<file path="config.mk">
export PLATFORM = sky130hd
export DESIGN_NAME = program_sequencer_flat
export DESIGN_NICKNAME = d
export VERILOG_FILES = /design/src/rtl/blueberry_pkg.sv /design/src/rtl/program_sequencer_if.sv /design/src/rtl/program_ram.sv /design/src/rtl/program_sequencer.sv /design/src/flat_wrapper.sv
export SDC_FILE = /design/constraint.sdc
export NUM_CORES = 1
export LEC_CHECK = 0
export CAP_MARGIN = 20
export CORE_UTILIZATION = 25
export CTS_CLUSTER_SIZE = 25
export DETAILED_ROUTE_END_ITERATION = 8
export GPL_TIMING_DRIVEN = 1
export SETUP_SLACK_MARGIN = 0.1
export SLEW_MARGIN = 20
export SYNTH_ARGS = -nofsm -noshare
export SYNTH_HDL_FRONTEND = slang
export SYNTH_SLANG_ARGS = --single-unit
</file>
<file path="constraint.sdc">
create_clock -name clk -period 3.3 [get_ports clk]
set_input_delay 0.495 -clock clk [delete_from_list [all_inputs] [get_ports clk]]
set_output_delay 0.495 -clock clk [all_outputs]
set_load 0.03 [all_outputs]
</file>
<file path="src/rtl/blueberry_pkg.sv">
// blueberry_pkg: shared instruction encodings, sequencer state type and decode helpers
package blueberry_pkg;
  localparam int INSTR_W = 10;
  localparam logic [1:0] TYPE_MOV = 2'b00;
  localparam logic [1:0] TYPE_ALU = 2'b01;
  localparam logic [1:0] TYPE_IMM = 2'b10;
  localparam logic [3:0] OP_LOAD = 4'b0000;
  localparam logic [3:0] OP_COPY = 4'b0001;
  localparam logic [INSTR_W-1:0] HALT_WORD = 10'h03C;
  typedef enum logic [2:0] {IDLE, FETCH, EXEC, HALTED, FAULT} seq_state_t;
  function automatic logic is_load(input logic [INSTR_W-1:0] word);
    return word[1:0] == TYPE_MOV && word[5:2] == OP_LOAD;
  endfunction
endpackage

</file>
<file path="src/rtl/program_sequencer_if.sv">
// program_sequencer_if: program load, control and data-bus signals of the sequencer
interface program_sequencer_if #(parameter int ADDR_W = 6);
  import blueberry_pkg::*;
  logic prog_we;
  logic [ADDR_W-1:0] prog_addr;
  logic [INSTR_W-1:0] prog_wdata;
  logic start;
  logic Clr;
  logic [INSTR_W-1:0] data;
  logic [1:0] timestep;
  logic [ADDR_W-1:0] pc;
  logic busy;
  logic done;
  logic overflow;
  modport master (
    output prog_we, prog_addr, prog_wdata, start, Clr,
    input data, timestep, pc, busy, done, overflow
  );
  modport slave (
    input prog_we, prog_addr, prog_wdata, start, Clr,
    output data, timestep, pc, busy, done, overflow
  );
endinterface

</file>
<file path="src/rtl/program_ram.sv">
// program_ram: DEPTH x INSTR_W program store, synchronous write, combinational read
module program_ram
  import blueberry_pkg::*;
#(
  parameter int DEPTH = 64,
  parameter int ADDR_W = $clog2(DEPTH)
) (
  input  logic               clk,
  input  logic               we,
  input  logic [ADDR_W-1:0]  waddr,
  input  logic [INSTR_W-1:0] wdata,
  input  logic [ADDR_W-1:0]  raddr,
  output logic [INSTR_W-1:0] rdata
);
  logic [INSTR_W-1:0] mem [DEPTH];
  always_ff @(posedge clk)
    if (we) mem[waddr] <= wdata;
  assign rdata = mem[raddr];
endmodule

</file>
<file path="src/rtl/program_sequencer.sv">
// program_sequencer: issues program words onto the data bus and owns the timestep counter
module program_sequencer
  import blueberry_pkg::*;
#(
  parameter int DEPTH = 64,
  parameter int ADDR_W = $clog2(DEPTH)
) (
  input logic clk,
  input logic reset,
  program_sequencer_if.slave bus
);
  seq_state_t state, nstate;
  logic [ADDR_W-1:0] pc, pc_n;
  logic [1:0] ts, ts_n;
  logic [INSTR_W-1:0] cur_instr, rdata;
  logic running, go, load_op, adv, wrap;
  assign running = state == FETCH || state == EXEC;
  assign go = bus.start && !running;
  assign load_op = state == EXEC && ts == 2'd1 && is_load(cur_instr);
  assign adv = (state == FETCH && rdata != HALT_WORD) || load_op;
  assign wrap = adv && pc == ADDR_W'(DEPTH - 1);
  program_ram #(.DEPTH(DEPTH), .ADDR_W(ADDR_W)) u_ram (
    .clk(clk),
    .we(bus.prog_we && !running),
    .waddr(bus.prog_addr),
    .wdata(bus.prog_wdata),
    .raddr(pc),
    .rdata(rdata)
  );
  always_ff @(posedge clk) begin
    if (reset) begin
      state <= IDLE;
      pc <= '0;
      ts <= 2'd0;
    end else begin
      state <= nstate;
      pc <= pc_n;
      ts <= ts_n;
    end
  end
  always_ff @(posedge clk)
    if (state == FETCH) cur_instr <= rdata;
  // Overflow takes priority over Clr so a wrapping LOAD operand still faults.
  always_comb begin
    nstate = state;
    pc_n = pc;
    ts_n = ts;
    if (go) begin
      nstate = FETCH;
      pc_n = '0;
      ts_n = 2'd0;
    end else if (wrap) begin
      nstate = FAULT;
      pc_n = '0;
      ts_n = 2'd0;
    end else if (state == FETCH) begin
      nstate = adv ? EXEC : HALTED;
      pc_n = adv ? pc + 1'b1 : pc;
      ts_n = adv ? 2'd1 : 2'd0;
    end else if (state == EXEC) begin
      nstate = (bus.Clr || ts == 2'd3) ? FETCH : EXEC;
      pc_n = load_op ? pc + 1'b1 : pc;
      ts_n = bus.Clr ? 2'd0 : ts + 2'd1;
    end
  end
  always_comb begin
    bus.data = (state == FETCH || load_op) ? rdata : '0;
    bus.timestep = ts;
    bus.pc = pc;
    bus.busy = running;
    bus.done = state == HALTED;
    bus.overflow = state == FAULT;
  end
endmodule

</file>
<file path="src/flat_wrapper.sv">
// flat-port wrapper written by rule: the top's interface ports become plain ports
module program_sequencer_flat import blueberry_pkg::*;
#(
  parameter int DEPTH = 64,
  parameter int ADDR_W = $clog2(DEPTH)
)
  (clk, reset, bus_prog_we, bus_prog_addr, bus_prog_wdata, bus_start, bus_Clr, bus_data, bus_timestep, bus_pc, bus_busy, bus_done, bus_overflow);
  program_sequencer_if #(.ADDR_W(ADDR_W)) bus_i ();
  input logic clk;
  input logic reset;
  input wire logic [$bits(bus_i.prog_we)-1:0] bus_prog_we;
  input wire logic [$bits(bus_i.prog_addr)-1:0] bus_prog_addr;
  input wire logic [$bits(bus_i.prog_wdata)-1:0] bus_prog_wdata;
  input wire logic [$bits(bus_i.start)-1:0] bus_start;
  input wire logic [$bits(bus_i.Clr)-1:0] bus_Clr;
  output wire logic [$bits(bus_i.data)-1:0] bus_data;
  output wire logic [$bits(bus_i.timestep)-1:0] bus_timestep;
  output wire logic [$bits(bus_i.pc)-1:0] bus_pc;
  output wire logic [$bits(bus_i.busy)-1:0] bus_busy;
  output wire logic [$bits(bus_i.done)-1:0] bus_done;
  output wire logic [$bits(bus_i.overflow)-1:0] bus_overflow;
  assign bus_i.prog_we = bus_prog_we;
  assign bus_i.prog_addr = bus_prog_addr;
  assign bus_i.prog_wdata = bus_prog_wdata;
  assign bus_i.start = bus_start;
  assign bus_i.Clr = bus_Clr;
  assign bus_data = bus_i.data;
  assign bus_timestep = bus_i.timestep;
  assign bus_pc = bus_i.pc;
  assign bus_busy = bus_i.busy;
  assign bus_done = bus_i.done;
  assign bus_overflow = bus_i.overflow;
  program_sequencer #(.DEPTH(DEPTH), .ADDR_W(ADDR_W)) u_core (.clk(clk), .reset(reset), .bus(bus_i));
endmodule
</file>
==> metrics.cfg, run 1 <==
[power]
power_leakage_nw = 10.3
p_per_area_mw_per_mm2 = 525
vdd_drop_max_mv = 0.453

[clock_network]
clock_path_buffers = 3
numCtsBuffers = 60
numClockSinks = 663
cts_tree = done
htreeDepth = 2
clkTransAtPathRegs_ns = 0.07
clk_latency_ns = 0.63
clock-root-buffer = clkbuf_16

[drt]
drtAntennaViolNets = 0
drt_pass1_iterations = 5
wirelength_microns = 67300
via_per_inst = 4.59
post-route-drc-count = 0
drt_iter0_drc = 1299
drt-wirelength-per-cell_microns = 22.4
vias = 13800

[floorplan]
start_util_pct = 25.2
chipHeight_microns = 325
coreArea_sq_mm = 0.103
dieArea_sq_mm = 0.105
num_rows = 118
pin_count = 42
die_x_microns = 325

[run_status]
outcome = complete, but fails checks
violations = setup timing

[global_routing]
grt_start_max_net_pins = 65
track_usage_pct = 12.5
overflow = 0
grt_antenna_before_repair = 8
grt_pass1_wl_microns = 97900
grt_pass1_vias = 14200

[min_path]
whs_path_depth = 1
hold_end = u_core.u_ram.mem[60][0]$_DFFE_PP_
min_path_type = in -> reg
hp-start = bus_prog_wdata[0]

[synthesis]
yosys_register_bits = 663
syn-instance-count = 1261
synth_ff_type = edfxtp_1
async_flop_share_pct = 0
yosysWarnings = 0
synthTopCellsByArea = edfxtp_1 74%, mux4_2 13%, mux2i_1 2.3%
synth_area_sq_mm = 0.0260
synth_cell_types = 64
synth_top_area_share_pct = 74.5
synth-edff-count = 646
synth_fp_nets = 1285
syn_avg_cell_area_sq_um = 20.7
seq_area_frac_synth_pct = 75.8
yosysTopAreaCell = edfxtp_1

[job]
drv_cap = 0

[placement]
gp_congestion = 0.842
placed_area_sq_mm = 0.0295
dp_hpwl_microns = 42600
port_buffers = 41
dpl.cell_count = 2822

[setup_path]
crit_fanout = 6
cp.arrival_ns = 3.07
endpoint_kind = primary output
start_kind = flip-flop
regToRegSetupSlack_ns = -0.19
rr_worst_depth = 13
worstPathRequired_ns = 2.80
critPathKind = reg -> out

[timing]
maxSlewViolCount = 0
slew_headroom_pct = 17.6
fin_skew_ns = 0.0174
rsz0062_at_grt = yes
worst_pin_slew_ns = 1.24
fmax_mhz = 281
fin_crit_ns = 3.56
hold_violations = 0
setup_viol = 27
layout_worst_path_cycle_share_pct = 108
setup_slack_ns = -0.263

[finish]
fin_nets = 1599
layout_common_cells = 646 x edfxtp_1, 203 x buf_4, 156 x mux4_2
fin_cells = 3006
drive_gt1_share_pct = 39.7
mostFrequentLayoutCell = edfxtp_1
area_growth_pct = 27.4
design_area_sq_mm = 0.0332

through the flow:
step	setup WS (ns)	hold slack [ns]	utilization [%]	power (W)	setup TNS, ns
2_1_floorplan	0.341	0.526	-	0.00971	0
3_3_place_gp	-0.147	0.530	28.6	0.0100	-1.28
3_5_place_dp	-0.150	0.548	28.6	0.0101	-1.67
4_1_cts	-0.364	0.433	31.5	0.0175	-6.29
5_1_grt	-0.351	0.447	32.1	0.0179	-7.85
6_report	-0.263	0.430	32.1	0.0174	-4.81
per-layer routing:
layer / up-vias / track usage [%] / share of wire, %
li1: 5879 / - / -
met1: 7301 / 16.4 / 42
met2: 487 / 20.8 / 49
met3: 103 / 3.01 / 7.4
met4: 16 / 3.16 / 2.3
met5: - / 0 / 0.14
logic make-up (layout without fill, tap and decap cells):
family,after synthesis,in the layout,share of synthesized area [%]
flip-flops,663,663,75.8
multiplexers,219,219,15.9
adder cells (fa/ha/maj),3,3,0.144
AO/OA/AOI/OAI,105,105,2.85
other,0,2,0
buffers and inverters,75,438,1.72
AND/OR/NAND/NOR,196,196,3.58
power by group:
part / switching (W) / internal (W)
clock: 0.00302 / 0.00441
combinational: 0.000411 / 0.000293
sequential: 0.0000124 / 0.00926
total: 0.00345 / 0.0140
how the worst max path moves through the flow:
| stage | slack [ns] | start | end |
|---|---|---|---|
| after floorplan | 0.34 | flip-flop | flip-flop |
| after global placement | -0.15 | flip-flop | bus_data[3] |
| after detailed placement | -0.15 | flip-flop | u_core.bus.timestep[0]$_SDFFE_PP0P_ |
| after CTS | -0.36 | flip-flop | bus_data[4] |
| after global routing | -0.35 | flip-flop | bus_data[9] |
| final | -0.26 | flip-flop | bus_data[9] |
registers in the layout, indices dropped and copies added, names as in the netlist, named ones only:
name / flops
u_core.state: 3
u_core.cur_instr: 6
u_core.bus.pc: 6
u_core.u_ram.mem: 640
u_core.bus.timestep: 2
Yosys cell counts (all sizes together) (9+ instances only):
| master | count |
|---|---|
| a21oi | 21 |
| a22oi | 17 |
| buf | 50 |
| clkbuf | 16 |
| dfxtp | 17 |
| edfxtp | 646 |
| mux2i | 59 |
| mux4 | 156 |
| nand2 | 34 |
| nand3 | 12 |
| nor2 | 92 |
| nor2b | 9 |
| o21ai | 10 |
area by class of cell:
| cell class | instances | area (sq um) |
|---|---|---|
| fill | 9803 | 70200 |
| sequential | 663 | 19800 |
| timing repair buffer | 318 | 3150 |
| inverter | 9 | 33.8 |
| multi-input combinational | 523 | 6410 |
| clock inverter | 35 | 489 |
| tap | 1380 | 1730 |
| clock buffer | 76 | 1620 |
| antenna | 2 | 5.00 |
critical path, stage by stage (launching register included):
cell and delay, ns:
dfxtp_4 0.43, buf_12 0.16, buf_6 0.11, mux4_2 0.48, mux4_2 0.56, a22o_1 0.25
a21oi_2 0.19, nor2_1 0.06, buf_4 0.17
timing repair:
action | in CTS | in global routing
gates cloned | 5 | 2
endpoints found under the setup margin | 27 | 37
hold buffers | 0 | 0
resized for setup | 134 | 96
pin swaps | 25 | 40
setup buffers | 41 | 25
No activity file was read; power rests on OpenSTA's default activity.
==> run 2: changes to the inputs <==
--- a/config.mk
+++ b/config.mk
@@ -5,11 +5,10 @@
 export SDC_FILE = /design/constraint.sdc
 export NUM_CORES = 1
 export LEC_CHECK = 0
-export CAP_MARGIN = 20
+export CAP_MARGIN = 0
 export CORE_UTILIZATION = 25
 export CTS_CLUSTER_SIZE = 25
 export DETAILED_ROUTE_END_ITERATION = 8
-export GPL_TIMING_DRIVEN = 1
 export SETUP_SLACK_MARGIN = 0.1
 export SLEW_MARGIN = 20
 export SYNTH_ARGS = -nofsm -noshare
==> results of run 2 <==
Same layout as run 1: the final DEF is identical, and so are final timing and power.
==> run 3: changes to the inputs <==
--- a/config.mk
+++ b/config.mk
@@ -10,6 +10,7 @@
 export CTS_CLUSTER_SIZE = 25
 export DETAILED_ROUTE_END_ITERATION = 8
 export SETUP_SLACK_MARGIN = 0.1
+export SKIP_CTS_REPAIR_TIMING = 1
 export SLEW_MARGIN = 20
 export SYNTH_ARGS = -nofsm -noshare
 export SYNTH_HDL_FRONTEND = slang
==> run 3 against run 2 <==
Compared with the run above: utilization fell by 0.59 points; clock power barely moved; global-route usage fell by 0.36 points; fmax fell by 1.3%; critical endpoint is now bus_data[6]; combinational power fell by 8.0%; total power fell by 0.33%; the run still ends with setup timing left; register-to-register slack got worse by 0.04 ns; count of clock-buffer cells in the layout did not move; critical path type unchanged; highest routed layer unchanged.
==> metrics.cfg, run 3 (synthesis results as in run 1) <==
[floorplan]
chipHeight_microns = 325  ; unchanged
dieArea_sq_mm = 0.105  ; unchanged
pin_count = 42  ; unchanged
start_util_pct = 25.2  ; unchanged
die_x_microns = 325  ; unchanged
num_rows = 118  ; unchanged
coreArea_sq_mm = 0.103  ; unchanged

[finish]
area_growth_pct = 25.0  ; was 27.4%
largest_register_ffs = 640  ; unchanged
drive_gt1_share_pct = 36.7  ; was 39.7%
fin_cells = 2986  ; was 3006
mostFrequentLayoutCell = edfxtp_1  ; unchanged
largestRegisters = u_core.u_ram.mem (640), u_core.bus.pc (6), u_core.cur_instr (6)  ; unchanged
top_register = u_core.u_ram.mem  ; unchanged
fin_nets = 1579  ; was 1599
fillers = 9891  ; was 9803
layout_common_cells = 646 x edfxtp_1, 215 x buf_4, 156 x mux4_2  ; was 646 x edfxtp_1, 203 x buf_4, 156 x mux4_2

[power]
power_leakage_nw = 10.1  ; was 10.3 nW
vdd_drop_max_mv = 0.447  ; was 0.453 mV
p_per_area_mw_per_mm2 = 533  ; was 525 mW/mm^2

[setup_path]
start_kind = flip-flop  ; unchanged
endpoint_kind = primary output  ; unchanged
cp.arrival_ns = 3.11  ; was 3.07 ns
regToRegSetupSlack_ns = -0.23  ; was -0.19 ns
critPathKind = reg -> out  ; unchanged
crit_fanout = 8  ; was 6
worstPathRequired_ns = 2.80  ; about the same

[timing]
fin_skew_ns = 0.0137  ; was 0.0174 ns
worst_pin_slew_ns = 1.02  ; was 1.24 ns
setup_slack_ns = -0.309  ; was -0.263 ns
slew_headroom_pct = 31.7  ; was 17.6%
fmax_mhz = 277  ; was 281 MHz
maxSlewViolCount = 0  ; unchanged
hold_violations = 0  ; unchanged
whs_ns = 0.424  ; was 0.430 ns
setup_viol = 27  ; unchanged
rsz0062_at_grt = yes  ; unchanged
layout_worst_path_cycle_share_pct = 109  ; was 108%
fin_crit_ns = 3.61  ; was 3.56 ns

[global_routing]
grt_pass1_wl_microns = 95300  ; was 97900 microns
grt_start_max_net_pins = 65  ; unchanged
track_usage_pct = 12.2  ; was 12.5%
overflow = 0  ; unchanged
grt_pass1_vias = 13900  ; was 14200
grt_antenna_before_repair = 7  ; was 8

[run_status]
violations = setup timing  ; unchanged
outcome = complete, but fails checks  ; unchanged

[drt]
routed.top_layer = met5  ; unchanged
drt_iter0_drc = 1410  ; was 1299
vias = 13500  ; was 13800
drt-wirelength-per-cell_microns = 22.1  ; was 22.4 microns
drtAntennaViolNets = 0  ; unchanged
wirelength_microns = 66000  ; was 67300 microns
wl_met3_microns = 4890  ; was 4980 microns
via_per_inst = 4.53  ; was 4.59
wl_met1_microns = 27300  ; was 28000 microns
drt_pass1_iterations = 6  ; was 5
post-route-drc-count = 0  ; unchanged
wl_met2_microns = 32100  ; was 32700 microns

[placement]
dp_hpwl_microns = 42600  ; unchanged
port_buffers = 41  ; unchanged
dpl_worst_slack_ns = -0.150  ; unchanged
gp_congestion = 0.842  ; unchanged
dpl.cell_count = 2822  ; unchanged

[clock_network]
clkTransAtPathRegs_ns = 0.06  ; was 0.07 ns
numClockSinks = 663  ; unchanged
numCtsBuffers = 60  ; unchanged
cts_tree = done  ; unchanged
htreeDepth = 2  ; unchanged
clock-root-buffer = clkbuf_16  ; unchanged
clock_path_buffers = 3  ; unchanged
clk_latency_ns = 0.62  ; was 0.63 ns

[min_path]
min_path_type = in -> reg  ; unchanged

[job]
drv_cap = 0  ; unchanged

==> run 3: cell types whose count changed in the layout (fill, tap and decap cells not counted), sizes merged <==
cell / delta
buf: -25
clkbuf: +5
bufbuf: -1
dlymetal6s2s: +1
==> run 3: report_power, final <==
part	leakage (nW)	switching (W)	internal (W)
Sequential	5.95	0.0000147	0.00926
Combinational	3.15	0.000388	0.000259
Clock	1.01	0.00302	0.00441
Total	10.1	0.00342	0.0139
==> run 3: cell type report <==
class                      instances  area [sq um]  area share (%)
inverter                           9          33.8           0.104
clock buffer                      76          1620            4.98
timing repair buffer             298          2780            8.54
multi-input combinational        523          6160            18.9
tap                             1380          1730            5.30
sequential                       663         19800            60.6
antenna                            2          5.00          0.0154
clock inverter                    35           489            1.50
==> run 3: routing by layer <==
metal	up-vias	global-route usage [%]
met5	-	0
met4	14	3.20
met3	97	2.83
met2	478	20.1
met1	7115	16.0
li1	5826	-
==> run 3: metrics by stage <==
step,instance area (sq um),utilization [%],total power (W),TNS [ns]
floorplan,26100,-,0.00971,0
global placement,29500,28.6,0.0100,-1.28
detailed placement,29500,28.6,0.0101,-1.67
finish,32600,31.5,0.0174,-5.81
global route,32600,31.5,0.0178,-8.27
CTS,31600,30.6,0.0174,-8.41
==> run 3: critical path, stage by stage, from the launching register on <==
cell     delay [ns]
dfxtp_4        0.48
buf_12         0.18
buf_4          0.16
buf_4          0.15
mux4_2         0.55
nand2_1        0.10
a31o_1         0.18
a21oi_2        0.08
a31oi_2        0.19
buf_4          0.16
buf_6          0.09
nor2_2         0.03
buf_6          0.14
==> run 3: final timing paths <==
path                                       from                                end  depth (start not counted)
hold / removal                bus_prog_wdata[5]  u_core.u_ram.mem[11][5]$_DFFE_PP_                          1
setup reg to reg                      flip-flop                          flip-flop                         13
setup / recovery                      flip-flop                        bus_data[6]                         12
hold reg to reg   u_core.bus.pc[4]$_SDFFE_PP0P_                          flip-flop                          2
